**config.mk**
```make
export PLATFORM = sky130hd
export DESIGN_NAME = fft_stage_sequencer
export DESIGN_NICKNAME = d
export VERILOG_FILES = /design/src/rtl/fft_pkg.sv /design/src/rtl/fft_delay_line.sv /design/src/rtl/fft_stage_sequencer.sv
export SDC_FILE = /design/constraint.sdc
export NUM_CORES = 1
export LEC_CHECK = 0
export BUFFER_PORTS_ARGS = -buffer_cell sky130_fd_sc_hd__buf_2
export CORE_AREA = 2 2 138 140
export DETAILED_ROUTE_END_ITERATION = 7
export DIE_AREA = 0 0 140 142
export HOLD_SLACK_MARGIN = 0.08
export PLACE_DENSITY_LB_ADDON = 0.25
export RECOVER_POWER = 100
export SETUP_SLACK_MARGIN = 0.5
export SYNTH_ARGS = -nofsm -noshare
export SYNTH_HDL_FRONTEND = slang
export SYNTH_HIERARCHICAL = 1
export SYNTH_SLANG_ARGS = --single-unit
```
**constraint.sdc**
```tcl
create_clock -name clk -period 6.35 [get_ports clk]
set_input_delay 1.27 -clock clk [delete_from_list [all_inputs] [get_ports clk]]
set_output_delay 1.27 -clock clk [all_outputs]
set_load 0.03 [all_outputs]
```
**src/rtl/fft_pkg.sv**
```systemverilog
// Shared types and helpers for the radix-2 DIF FFT sequencer.
package fft_pkg;

  typedef enum logic [2:0] {
    IDLE,
    RUN,
    DRAIN,
    UNLOAD,
    DONE
  } seq_state_t;

  localparam int DEF_RD_LATENCY = 1;
  localparam int DEF_BF_LATENCY = 2;
  localparam int PIPE_DEPTH = DEF_RD_LATENCY + DEF_BF_LATENCY;

  // Reverse the low log2n bits of addr (log2n <= 16).
  function automatic logic [15:0] bitrev(
    input logic [15:0] addr,
    input int          log2n
  );
    logic [15:0] r;
    r = '0;
    for (int i = 0; i < 16; i++) begin
      if (i < log2n) r[i] = addr[log2n-1-i];
    end
    return r;
  endfunction

endpackage

```
**src/rtl/fft_delay_line.sv**
```systemverilog
// clk_en-gated shift register with asynchronous clear.
module fft_delay_line
  import fft_pkg::*;
#(
  parameter int WIDTH = 1,
  parameter int DEPTH = 1
) (
  input  logic             clk,
  input  logic             rst_n,
  input  logic             clk_en,
  input  logic [WIDTH-1:0] d,
  output logic [WIDTH-1:0] q
);

  generate
    if (DEPTH == 0) begin : g_wire
      assign q = d;
    end else begin : g_sr
      logic [WIDTH-1:0] sr [DEPTH];

      always_ff @(posedge clk or negedge rst_n) begin
        if (!rst_n) begin
          for (int i = 0; i < DEPTH; i++) sr[i] <= '0;
        end else if (clk_en) begin
          sr[0] <= d;
          for (int i = 1; i < DEPTH; i++) sr[i] <= sr[i-1];
        end
      end

      assign q = sr[DEPTH-1];
    end
  endgenerate

endmodule

```
**src/rtl/fft_stage_sequencer.sv**
```systemverilog
// In-place radix-2 DIF FFT control sequencer: stage/butterfly walk, write-back pipe.
// Define FFT_SEQ_UNLOAD_EN to add a bit-reversed unload read pass after the last stage.
module fft_stage_sequencer
  import fft_pkg::*;
#(
  parameter int LOG2N      = 10,
  parameter int RD_LATENCY = 1,
  parameter int BF_LATENCY = 2
) (
  input  logic             clk,
  input  logic             rst_n,
  input  logic             clk_en,
  input  logic             start,
  output logic             busy,
  output logic             done,
  output logic [LOG2N-1:0] stage,
  output logic             rd_en,
  output logic [LOG2N-1:0] rd_addr_a,
  output logic [LOG2N-1:0] rd_addr_b,
  output logic [LOG2N-2:0] tw_addr,
  output logic             bf_valid,
  input  logic             bf_ovalid,
  output logic             wr_en,
  output logic [LOG2N-1:0] wr_addr_a,
  output logic [LOG2N-1:0] wr_addr_b,
  output logic             err
);

  localparam int N    = 1 << LOG2N;
  localparam int HALF = N / 2;
  localparam int PIPE = RD_LATENCY + BF_LATENCY;
  localparam int CW   = (PIPE > 1) ? $clog2(PIPE) : 1;
  localparam int WPW  = 1 + 2 * LOG2N;

  localparam logic [LOG2N-1:0] ONE    = LOG2N'(1);
  localparam logic [LOG2N-1:0] K_HALF = LOG2N'(HALF - 1);
  localparam logic [LOG2N-1:0] K_LAST = LOG2N'(N - 1);
  localparam logic [LOG2N-1:0] S_LAST = LOG2N'(LOG2N - 1);
  localparam logic [CW-1:0]    D_LAST = CW'(PIPE - 1);

  seq_state_t       state, state_n;
  logic [LOG2N-1:0] s, s_n;
  logic [LOG2N-1:0] k, k_n;
  logic [CW-1:0]    cnt, cnt_n;
  logic             err_q, err_n;

  logic             run_rd, unl_rd;
  logic [LOG2N-1:0] sh, span, j, g, bf_a;
  logic [WPW-1:0]   wp_d, wp_q;

  always_ff @(posedge clk or negedge rst_n) begin
    if (!rst_n) begin
      state <= IDLE;
      s     <= '0;
      k     <= '0;
      cnt   <= '0;
      err_q <= 1'b0;
    end else if (clk_en) begin
      state <= state_n;
      s     <= s_n;
      k     <= k_n;
      cnt   <= cnt_n;
      err_q <= err_n;
    end
  end

  always_comb begin
    state_n = state;
    s_n     = s;
    k_n     = k;
    cnt_n   = cnt;
    err_n   = err_q;
    unique case (state)
      IDLE: begin
        if (start) begin
          state_n = RUN;
          s_n     = '0;
          k_n     = '0;
          cnt_n   = '0;
          err_n   = 1'b0;
        end
      end
      RUN: begin
        if (k == K_HALF) begin
          state_n = DRAIN;
          cnt_n   = '0;
        end else begin
          k_n = k + 1'b1;
        end
      end
      DRAIN: begin
        // Stage barrier: next stage reads data this stage is still writing.
        if (cnt == D_LAST) begin
          cnt_n = '0;
          k_n   = '0;
          if (s != S_LAST) begin
            state_n = RUN;
            s_n     = s + 1'b1;
          end else begin
`ifdef FFT_SEQ_UNLOAD_EN
            state_n = UNLOAD;
`else
            state_n = DONE;
`endif
          end
        end else begin
          cnt_n = cnt + 1'b1;
        end
      end
      UNLOAD: begin
        if (k == K_LAST) state_n = DONE;
        else k_n = k + 1'b1;
      end
      DONE: begin
        state_n = IDLE;
      end
      default: begin
        state_n = IDLE;
      end
    endcase
    if (wr_en != bf_ovalid) err_n = 1'b1;
  end

  assign run_rd = (state == RUN);
  assign unl_rd = (state == UNLOAD);
  assign rd_en  = run_rd | unl_rd;
  assign busy   = run_rd | unl_rd | (state == DRAIN);
  assign done   = (state == DONE);
  assign stage  = s;
  assign err    = err_q;

  // span = 2^sh; group base = g * 2 * span built by shifting.
  always_comb begin
    sh   = S_LAST - s;
    span = ONE << sh;
    j    = k & (span - ONE);
    g    = k >> sh;
    bf_a = ((g << sh) << 1) | j;
    rd_addr_a = '0;
    rd_addr_b = '0;
    tw_addr   = '0;
    if (run_rd) begin
      rd_addr_a = bf_a;
      rd_addr_b = bf_a + span;
      tw_addr   = (LOG2N-1)'(j << s);
    end else if (unl_rd) begin
      rd_addr_a = LOG2N'(bitrev(16'(k), LOG2N));
    end
  end

  // Unload reads never enter the write pipe.
  assign wp_d = run_rd ? {1'b1, rd_addr_a, rd_addr_b} : '0;

  fft_delay_line #(
    .WIDTH(1),
    .DEPTH(RD_LATENCY)
  ) u_bf_dly (
    .clk   (clk),
    .rst_n (rst_n),
    .clk_en(clk_en),
    .d     (run_rd),
    .q     (bf_valid)
  );

  fft_delay_line #(
    .WIDTH(WPW),
    .DEPTH(PIPE)
  ) u_wr_dly (
    .clk   (clk),
    .rst_n (rst_n),
    .clk_en(clk_en),
    .d     (wp_d),
    .q     (wp_q)
  );

  assign wr_en     = wp_q[WPW-1];
  assign wr_addr_a = wp_q[2*LOG2N-1:LOG2N];
  assign wr_addr_b = wp_q[LOG2N-1:0];

endmodule

```
======== Word-level counts from Yosys, hierarchy flattened ========
Index checks and enable logic that the tools add are counted.
operators by class
  add/sub/neg operators ................... 6
  equality and inequality tests ........... 16
  shift operators ......................... 4
  multiplexer cells ....................... 26
  bitwise gates (word level) .............. 4
  reductions and logical operators ........ 11
operators with widths
  operator                                                                number
  10-bit 2-to-1 mux                                                       9
  10-bit case mux with 4 select lines                                     1
  21-bit 2-to-1 mux                                                       1
  10-bit by 1-bit adder with 10-bit output, second input constant         2
  10-bit case mux with 2 select lines                                     1
  10-bit by 10-bit << shifter with 9-bit output                           2
  3-bit 2-to-1 mux                                                        5
  3-bit case mux with 4 select lines                                      1
  10-bit adder                                                            1
  10-bit bitwise AND                                                      1
  10-bit equality test, second input constant                             1
  10-bit by 9-bit equality test with 1-bit output, second input constant  1
  10-bit by 4-bit != test with 1-bit output, second input constant        1
  2-bit != test, second input constant                                    5
  10-bit OR                                                               1
  5-bit AND reduction                                                     2
  1-bit by 10-bit << shifter with 10-bit output, first input constant     1
  10-bit by 10-bit right shift with 10-bit output                         1
  10-bit by 1-bit subtractor with 10-bit output, second input constant    1
  4-bit by 10-bit subtractor with 10-bit output, first input constant     1
  9-bit 2-to-1 mux                                                        1
  3-bit by 2-bit equality test with 1-bit output, second input constant   2
  2-bit 2-to-1 mux                                                        3
  2-bit case mux with 3 select lines                                      1
  15 further kinds                                                        21
word-level totals
  flip-flop bits (word level) ............. 90
  output and inout port bits .............. 65

======== Longest topological paths before layout ========
  word-level depth ........................ 8
  depth in mapped cells ................... 27

======== Cells and area by module ========
The synthesis kept the hierarchy.
by module, submodules not included
  module                      instances  cells an instance  area an instance (um2)  sequential area each (um2)
  fft_stage_sequencer         1          490                3484.6                  650.6
  fft_delay_line at u_wr_dly  1          154                2800.2                  1576.5
  fft_delay_line at u_bf_dly  1          2                  40.0                    25.0

======== Worst setup path after synthesis ========
Ideal clock, no wire load.
  kind .................................... register -> output
  from .................................... register s[1] (netlist: stage[1])
  to ...................................... output rd_addr_b[9]
  arrival ................................. 5.158 ns
  data required time ...................... 5.080 ns
  setup slack ............................. -0.078 ns
  cell stages (with the launch flop) ...... 28
  path buffers ............................ 5
  path through ............................ dfrtp_1 > buf_1 > buf_2 > clkinv_1 > ha_1 > buf_2 > and4bb_2 > o21ai_1 > a21oi_1 > o211ai_1 > nor2_1 > inv_1 > ha_1 > clkbuf_1 > o211ai_1 > o211a_1 > a41oi_1 > inv_1 > ha_1 > o21ai_0 > nor2_1 > o21ai_0 > nand2b_1 > a21oi_1 > o21ai_0 > xnor2_1 > nor2_1 > buf_4
on the way
  word-level cells in the longest chain between the ends .. 7
  elaborated cells on any way between the ends .. 9
RTL lines
  item                                               line                        RTL
  start: declaration                                 fft_stage_sequencer.sv:42   logic [LOG2N-1:0] s, s_n;
  start signal: assignment                           fft_stage_sequencer.sv:60   s <= s_n;
  4-bit by 10-bit subtractor with 10-bit output (*)  fft_stage_sequencer.sv:134  sh = S_LAST - s;
  1-bit by 10-bit << shifter with 10-bit output      fft_stage_sequencer.sv:135  span = ONE << sh;
  10-bit by 1-bit subtractor with 10-bit output      fft_stage_sequencer.sv:136  j = k & (span - ONE);
  10-bit bitwise AND                                 fft_stage_sequencer.sv:136
  10-bit OR                                          fft_stage_sequencer.sv:138  bf_a = ((g << sh) << 1) | j;
  10-bit adder (*)                                   fft_stage_sequencer.sv:144  rd_addr_b = bf_a + span;
  10-bit 2-to-1 mux (*)                              fft_stage_sequencer.sv:142  if (run_rd) begin
  end: declaration                                   fft_stage_sequencer.sv:19   output logic [LOG2N-1:0] rd_addr_b,
Every way passes the cells marked *; elsewhere a longest branch is shown, timed or not.

======== Worst setup path in the final report ========
  from .................................... register s[3] (netlist: stage[3])
  to ...................................... output rd_addr_b[9]
Same word-level chain as after synthesis.

==> results.json <==
{
  "yosysMostFrequentCell": "dfrtp_1",
  "die_x_um": 140,
  "ys_ff_latch": 90,
  "hpwl_um": 12800,
  "outcome": "finished with violations",
  "path_cells": "nor2b_4 -> buf_4 -> or2_0 -> o32a_1 -> o2111ai_2 -> or3_1 -> o311ai_1 -> a22o_1 -> ha_1 -> o21ai_0 -> nor2_1 -> o21ai_1 -> nand2b_1 -> a21oi_2 -> o21ai_0 -> xnor2_1 -> nor2_1 -> buf_4",
  "final.setup.tns_ps": 0,
  "antenna_found_initial": 0,
  "skew_ps": 11.1,
  "vias": 4996,
  "worstPathMaxFanout": 19,
  "post-route-util": 0.371,
  "via_per_inst": 5.44,
  "grt_pass1_vias": 4864,
  "whs_path_depth": 1,
  "postCtsHoldBufs": 0,
  "postRouteAntennaNets": 0,
  "cts.clk_slew.worst_paths_ps": 70,
  "rsz0062_at_grt": "no",
  "fin_nets": 699,
  "rr_worst_depth": 18,
  "drv_cap": 2,
  "synthesis.nets": 665,
  "slew_headroom": -0.679,
  "synth.avg_cell_area_sq_um": 9.79,
  "fmax_mhz": 172,
  "area_growth_syn_to_layout_pct": 8.23,
  "critPathArrivalTime_ps": 4540,
  "ys_seq_area_frac": 0.356,
  "worstSetupPathType": "register to output port",
  "grt_pass1_wl_um": 28200,
  "cp-end-kind": "output port",
  "setup_violations": 0,
  "clkLatencyLatePin_ps": 350,
  "rows": 50,
  "leakagePower_uw": 0.00287,
  "post-route-period-util": 0.915,
  "worst_path_max_delay_cell": "dfrtp_1",
  "synth-edff-count": 0,
  "hold_path.class": "register to register",
  "synth_flop_cell": "dfrtp_1",
  "clock-sinks": 90,
  "drt_iter0_drc": 388,
  "n_antenna_cell": 0,
  "drive_gt1_frac": 0.169,
  "cp-start-kind": "register",
  "grtUsageTotal": 0.181,
  "synth_cell_type_count": 79,
  "io_buffers": 69,
  "grt_max_degree": 77,
  "cp.required_ps": 5080,
  "violations": "design-rule violations, max-capacitance violations, max-slew violations",
  "cts-buffers-inserted": 9,
  "ctsRootBufferMaster": "clkbuf_16",
  "synth.area.top_cells": "dfrtp_1 36%, mux2_4 14%, buf_4 4.0%",
  "dieArea_sq_mm": 0.0199,
  "drc_errors": 2,
  "htreeDepth": 3,
  "fin_crit_ps": 5810,
  "post-place-ws_ps": 378,
  "cts_buffer_depth": 2,
  "overflow": 0,
  "slowest_delay_ps": 750,
  "synth_warnings": 6,
  "worst_slew_pin_slew_ps": 2520,
  "num_io_pins": 70,
  "coreArea_sq_mm": 0.0185,
  "setup_ws_ps": 537,
  "initial_core_util": 0.343,
  "routedWlPerCell_um": 19.4,
  "synth_area_sq_mm": 0.00632,
  "wl_um": 17800,
  "synth_top_area_frac": 0.356,
  "synth_cells": 646,
  "place.gp.congestion": 0.905,
  "power_density_mw_per_mm2": 324,
  "first_pass_iters": 8,
  "ir_worst_vdd_mv": 0.151,
  "cts_tree": "yes",
  "fp.dieH_um": 142,
  "netlist_top_cells_count": "90 x dfrtp_1, 61 x mux2_4, 58 x nor2_1",
  "synth.largest_area_cell": "dfrtp_1",
  "async_flop_share": 1.00,
  "final_max_slew_viol_count": 124,
  "hold_viol": 0
}
[layer usage]
metal / vias up / global-route usage / part of all wire
met5: - / 0 / 0
met4: 0 / 0.0473 / 0.012
met3: 19 / 0.0333 / 0.054
met2: 162 / 0.294 / 0.48
met1: 2459 / 0.251 / 0.46
li1: 2356 / - / -
[report_power, final]
group / switching (uW) / internal [uW]
registers: 110 / 714
clock network: 244 / 310
logic: 549 / 291
total: 903 / 1310
[registers in the layout (all words and copies together) (netlist names)]
| register | cells |
|---|---|
| stage | 10 |
| u_bf_dly/q | 1 |
| u_wr_dly/g_sr.sr | 42 |
| err | 1 |
| cnt | 2 |
| state | 3 |
| u_wr_dly/q | 21 |
| k | 10 |
[cells in the final DEF, fill, tap and decap left out, types with 12 or more instances in the layout]
cell      synthesis  final
nor2_1           58     54
a21oi_1          30     27
nand3_1          19     19
buf_4            34     24
dfrtp_1          90     86
o21ai_0          38     39
clkbuf_1         19     59
buf_2             8     12
inv_1            19     19
nor3_1           16     15
mux2_1            0     56
nand2_1          41     38
xnor2_1          12     12
[metrics by stage]
step                      cell area [sq um]  std cells  total power (uW)  hold WS [ps]
final                                  6850        919              2220           485
after CTS                              7030        913              2340           510
after global routing                   6850        919              2340           499
after detailed placement               6600        892              1750           490
after global placement                 6600        892              1740           480
after floorplan                        6360        646              1570           458
[cell type report]
| class | count | area (sq um) |
|---|---|---|
| Inverter | 22 | 85.1 |
| Fill cell | 1931 | 11600 |
| Sequential cell | 90 | 2260 |
| Clock inverter | 6 | 78.8 |
| Clock buffer | 10 | 229 |
| Timing Repair Buffer | 96 | 474 |
| Multi-Input combinational cell | 461 | 3430 |
| Tap cell | 234 | 293 |
[worst max-delay path: cells and delay by family, from the launching register on]
| kind | cells | cell delay, ps |
|---|---|---|
| AO/OA/AOI/OAI | 8 | 1440 |
| XOR/XNOR | 1 | 130 |
| adder cells (fa/ha/maj) | 1 | 280 |
| buffers and inverters | 2 | 350 |
| flip-flops | 1 | 750 |
| AND/OR/NAND/NOR | 6 | 1240 |
[kinds of logic (layout without fill, tap and decap cells)]
logic type / after synthesis / after routing / synth area share
DFF: 90 / 90 / 0.356
muxes: 77 / 77 / 0.175
and+or+nand+nor: 200 / 200 / 0.157
AOI/OAI and AO/OA: 148 / 148 / 0.158
adders and majority gates: 14 / 14 / 0.0289
xor gates and xnor gates: 21 / 21 / 0.0291
other: 1 / 1 / 0.000593
buffers and inverters: 95 / 134 / 0.0948
[worst paths after layout]
check                         startpoint                    to  slack (ps)
max reg2reg                     stage[3]  u_wr_dly/g_sr.sr[51]        1960
max in group asynchronous          rst_n              stage[7]        2820
min                        u_wr_dly/q[8]         u_wr_dly/q[8]         490
max                             stage[3]          rd_addr_b[9]         540
min reg2reg                u_wr_dly/q[8]         u_wr_dly/q[8]         490
min in group asynchronous          rst_n         u_wr_dly/q[3]        1000
[what timing repair did]
action,CTS,global route
endpoints found under the setup margin,6,5
setup buffers,5,6
pin swaps,5,7
endpoints found under the hold margin,0,0
resized for setup,20,21
(Power assumes the default switching activity.)
